$ cat src/rtl/seg_pkg.sv
// Shared constants for the seven-segment scan display: hex glyph table,
// blank segment pattern and the all-anodes-off value.
package seg_pkg;

  localparam int NUM_DIGITS = 4;

  localparam logic [6:0] SEG_BLANK = 7'b1111111;
  localparam logic [3:0] AN_OFF    = 4'b1111;

  // Active-low g..a glyphs; the leftmost entry is index 15 (F), the rightmost is index 0.
  localparam logic [15:0][6:0] GLYPH_TAB = {
    7'b0001110, 7'b0000110, 7'b0100001, 7'b1000110,
    7'b0000011, 7'b0001000, 7'b0010000, 7'b0000000,
    7'b1111000, 7'b0000010, 7'b0010010, 7'b0011001,
    7'b0110000, 7'b0100100, 7'b1111001, 7'b1000000
  };

endpackage

$ cat src/rtl/hex_seg_decode.sv
// Combinational hex nibble to active-low seven-segment glyph decoder.
module hex_seg_decode
  import seg_pkg::*;
(
  input  logic [3:0] nibble,
  output logic [6:0] seg
);

  assign seg = GLYPH_TAB[nibble];

endmodule

$ cat src/rtl/seg_scan_history.sv
// Four-deep pop history shown on a multiplexed 4-digit seven-segment display.
// Optional macro SEG_BLANK_INVALID_EN blanks digits whose history slot is not yet valid.
module seg_scan_history
  import seg_pkg::*;
#(
  parameter int SCAN_DIV = 50000
) (
  input  logic       clk,
  input  logic       reset,
  input  logic       pop_strobe,
  input  logic       empty,
  input  logic [3:0] data_in,
  output logic [6:0] Sout,
  output logic [3:0] An,
  output logic [3:0] pop_cnt
);

  localparam int CNT_W = 16;

  logic [CNT_W-1:0] scan_cnt;
  logic [1:0]       digit_idx;
  logic [3:0][3:0]  hist;
  logic [3:0]       slot_vld;
  logic [3:0]       pop_cnt_q;
  logic             pop_ok;
  logic             scan_wrap;

  logic [6:0]       glyph_p0;
  logic [6:0]       disp_seg_p0;
  logic [6:0]       sout_p1;
  logic [3:0]       an_p1;

  assign pop_ok    = pop_strobe & ~empty;
  assign scan_wrap = (scan_cnt == CNT_W'(SCAN_DIV - 1));

  // Stage p0: select the slot for the current digit and decode it
  hex_seg_decode u_hex_seg_decode (
    .nibble (hist[digit_idx]),
    .seg    (glyph_p0)
  );

`ifdef SEG_BLANK_INVALID_EN
  always_comb begin
    disp_seg_p0 = glyph_p0;
    if (!slot_vld[digit_idx]) disp_seg_p0 = SEG_BLANK;
  end
`else
  logic vld_unused;
  assign vld_unused  = ^slot_vld;
  assign disp_seg_p0 = glyph_p0;
`endif

  always_ff @(posedge clk) begin
    if (reset) begin
      scan_cnt  <= '0;
      digit_idx <= '0;
      hist      <= '0;
      slot_vld  <= '0;
      pop_cnt_q <= '0;
      sout_p1   <= SEG_BLANK;
      an_p1     <= AN_OFF;
    end else begin
      if (scan_wrap) begin
        scan_cnt  <= '0;
        digit_idx <= digit_idx + 2'd1;
      end else begin
        scan_cnt  <= scan_cnt + 1'b1;
      end

      if (pop_ok) begin
        hist     <= {hist[2:0], data_in};
        slot_vld <= {slot_vld[2:0], 1'b1};
        if (pop_cnt_q != 4'hF) pop_cnt_q <= pop_cnt_q + 4'd1;
      end

      // Stage p1: registered display outputs, one cycle behind index/history
      sout_p1 <= disp_seg_p0;
      an_p1   <= ~(4'b0001 << digit_idx);
    end
  end

  assign Sout    = sout_p1;
  assign An      = an_p1;
  assign pop_cnt = pop_cnt_q;

endmodule

$ cat config.mk
export PLATFORM = sky130hd
export DESIGN_NAME = seg_scan_history
export DESIGN_NICKNAME = d
export VERILOG_FILES = /design/src/rtl/seg_pkg.sv /design/src/rtl/hex_seg_decode.sv /design/src/rtl/seg_scan_history.sv
export SDC_FILE = /design/constraint.sdc
export NUM_CORES = 1
export LEC_CHECK = 0
export ABC_AREA = 1
export BUFFER_PORTS_ARGS = -buffer_cell sky130_fd_sc_hd__buf_4
export CAP_MARGIN = 10
export CORE_MARGIN = 10
export CORE_UTILIZATION = 40
export CTS_CLUSTER_DIAMETER = 150
export DETAILED_ROUTE_END_ITERATION = 10
export PLACE_DENSITY = 0.7
export SLEW_MARGIN = 10
export SYNTH_ARGS = -nofsm -noshare
export SYNTH_HDL_FRONTEND = slang
export SYNTH_SLANG_ARGS = --single-unit
$ cat constraint.sdc
create_clock -name clk -period 2 [get_ports clk]
set_input_delay 0.3 -clock clk [delete_from_list [all_inputs] [get_ports clk]]
set_output_delay 0.3 -clock clk [all_outputs]
set_load 0.02 [all_outputs]
==> impl_metrics.csv <==
group,metric,value,unit
outcome,outcome,"finished, final reports clean",
cells_and_area,drive_gt1_frac,0.177,
synth,synth_seq_area_share,0.414,
synth,yosys_warnings,0,
timing,clock_skew,0.0121,ns
pwr,p_leak,1.11,nW
clock_tree,clk_path_buf_depth,2,
clock_tree,cts_tree,"built",
floorplan,fp.dieW,96.9,um
cells_and_area,fin_util,0.480,
timing,clock.fmax,0.603,GHz
grt,grt.busiest_layer,"met2",
timing,post-route-period-util,0.830,
placed_design,postPlaceCellArea,0.00260,mm2
routing,vias,1983,
routing,first_iter_violations,82,
grt,grt_use_met3,0.0248,
floorplan,start_util,0.422,
critical_path,startpoint,"digit_idx[0]$_SDFFE_PP0N_",
grt,use_met1,0.129,
timing,post-route-min-period,1.66,ns
routing,drt_wl_total,4730,um
clock_tree,cts_setup_buffers,0,
floorplan,die_area,0.00940,mm2
floorplan,io_pins,23,
synth,synth_cell_types,29,
timing,final-max-slew-violation-count,0,
timing,timing.hold.ws,0.207,ns
placed_design,gp_congestion,0.811,
cells_and_area,layout.nets,364,
critical_path,startpoint_type,"register",
critical_path,crit_fanout,11,
grt,grt_max_degree,19,
critical_path,required,2.20,ns
placed_design,portBuffers,22,
floorplan,die_h,96.9,um
timing,worstMarginPinSlew,0.458,ns
routing,drcViolationCount,0,
critical_path,r2r_setup_slack,0.34,ns
placed_design,dp_hpwl,3500,um
critical_path,reg2reg_depth,10,
grt,met2_usage,0.149,
clock_tree,clk_latency,0.31,ns
cells_and_area,area_growth,13.6,%
timing,setup_tns,0,ns
grt,grt.total_usage,0.0982,
clock_tree,h-tree-depth,2,
routing,wl_per_cell,11.3,um
synth,syn_avg_cell_area,7.44,um2
floorplan,rows,27,
routing,dr.pass1.iters,4,
pwr,power.density,694,mW/mm2
timing,layout_setup_ws,0.340,ns
critical_path,crit_end,"Sout[3]$_SDFF_PP1_",
timing,rsz0062_at_grt,"false",
timing,hold_violations,0,
critical_path,critPathKind,"reg2reg",
cells_and_area,n_antenna_cell,0,
critical_path,crit_path_end_kind,"register",
hold_path,hp-class,"in2reg",
synth,ys_ff_latch,49,
pwr,peakVddDrop,379,uV
grt,grt_pass1_vias,1821,
grt,grt_pass1_wl,8130,um
synth,synth_edf_count,0,
cells_and_area,final_area,0.00269,mm2
synth,syn-num-nets,338,
clock_tree,cts_resized,0,
pwr,power,1.87,mW
timing,relSlewSlack,0.694,
routing,viasPerCell,4.76,
synth,async_flop_share,0,
grt,antenna_found_initial,0,
critical_path,r2r_start,"digit_idx[0]$_SDFFE_PP0N_",
placed_design,pre_cts_slack,0.367,ns
floorplan,core_area,0.00561,mm2
grt,grt_overflow,0,
routing,detail-route-antenna-nets,0,
synth,synthFlopType,"dfxtp_1",
clock_tree,ctsHoldBuffers,0,
critical_path,rr_endpoint,"Sout[3]$_SDFF_PP1_",
cells_and_area,n_fill_cell,586,
critical_path,arrival,1.86,ns
placed_design,place_inst,409,
synth,syn_inst,318,
clock_tree,cts_root_buf,"clkbuf_8",
clock_tree,cts_buffers,5,
clock_tree,clk_pin_slew_worst_paths,0.10,ns
clock_tree,cts_sinks,49,
synth,syn_area,0.00237,mm2
cells_and_area,post_layout_nonfiller_instances,417,
job,maxCapViolCount,0,
timing,setup_viol,0,
[cells in the final DEF, fill, tap and decap left out, drive strengths merged]
cell,instances
nand2,74
nor2,67
dfxtp,49
nand3,34
inv,26
buf,25
o21ai,21
a21oi,14
ha,12
nand4,7
clkbuf,5
xnor2,3
xor2,2
clkinv,2
nand3b,1
or2,1
nor3,1
clkinvlp,1
[flip-flops by register name (all words and copies together), names as in the netlist]
name / cells
hist: 16
scan_cnt: 16
Sout: 7
An: 4
pop_cnt: 4
digit_idx: 2
[cells by family (layout without fill, tap and decap cells)]
group | count (synthesis) | after routing | share of synthesized area
adders and majority gates | 12 | 12 | 0.0634
xor gates and xnor gates | 5 | 5 | 0.0185
buffers and inverters | 32 | 59 | 0.0634
and+or+nand+nor | 185 | 185 | 0.360
DFF | 49 | 49 | 0.414
AOI/OAI and AO/OA | 35 | 35 | 0.0803
[synthesized netlist by cell type (2+ instances only)]
cell       n  area (um2)
nand2_1   69         259
nand2_4    3        33.8
clkbuf_1   2        7.51
a21oi_1   10        50.1
a21oi_2    4        35.0
dfxtp_1   49         981
xor2_1     2        17.5
xnor2_1    3        26.3
nand4_1    7        43.8
nor2_4     2        22.5
nand3_1   30         150
nand3_2    3        30.0
nand2_2    2        12.5
nor2_2     8        50.1
inv_1     21        78.8
buf_2      2        10.0
inv_2      2        7.51
o21ai_0   21         105
ha_1      12         150
nor2_1    57         214
[layer usage]
layer,part of all wire,vias to the layer above
met4,0.012,0
met1,0.51,881
met2,0.45,25
met5,0,-
met3,0.030,6
li1,-,1071
[cell type report]
type / instances / area (um2) / area share
Clock buffer: 5 / 68.8 / 0.0256
Tap cell: 72 / 90.1 / 0.0335
Inverter: 26 / 101 / 0.0377
Sequential cell: 49 / 981 / 0.365
Timing Repair Buffer: 25 / 188 / 0.0698
Clock inverter: 3 / 25.0 / 0.00930
Multi-Input combinational cell: 237 / 1240 / 0.460
[critical path: stages (launching register included)]
cell	delay (ns)
dfxtp_1	0.46
inv_4	0.10
nand2_1	0.07
nand3_1	0.06
nand2_1	0.19
inv_1	0.12
ha_1	0.22
nand3_1	0.12
nand3_1	0.09
nand2_1	0.07
nand2_1	0.04
[where the power goes]
part / switching, mW / internal (mW)
clock: 0.356 / 0.255
combinational: 0.128 / 0.0813
sequential: 0.0277 / 1.02
[worst min-delay path by stage]
| stage | to | slack, ns | cells after the start | from |
|---|---|---|---|---|
| after floorplan | digit_idx[0]$_SDFFE_PP0N_ | 0.37 | 1 | reset |
| after global placement | scan_cnt[0]$_SDFF_PP0_ | 0.46 | 1 | scan_cnt[0]$_SDFF_PP0_ |
| after detailed placement | scan_cnt[0]$_SDFF_PP0_ | 0.46 | 1 | scan_cnt[0]$_SDFF_PP0_ |
| after CTS | hist[1]$_SDFFE_PP0P_ | 0.20 | 3 | data_in[1] |
| after global routing | hist[1]$_SDFFE_PP0P_ | 0.20 | 3 | data_in[1] |
| final | hist[1]$_SDFFE_PP0P_ | 0.21 | 3 | data_in[1] |
(Power assumes the default switching activity.)
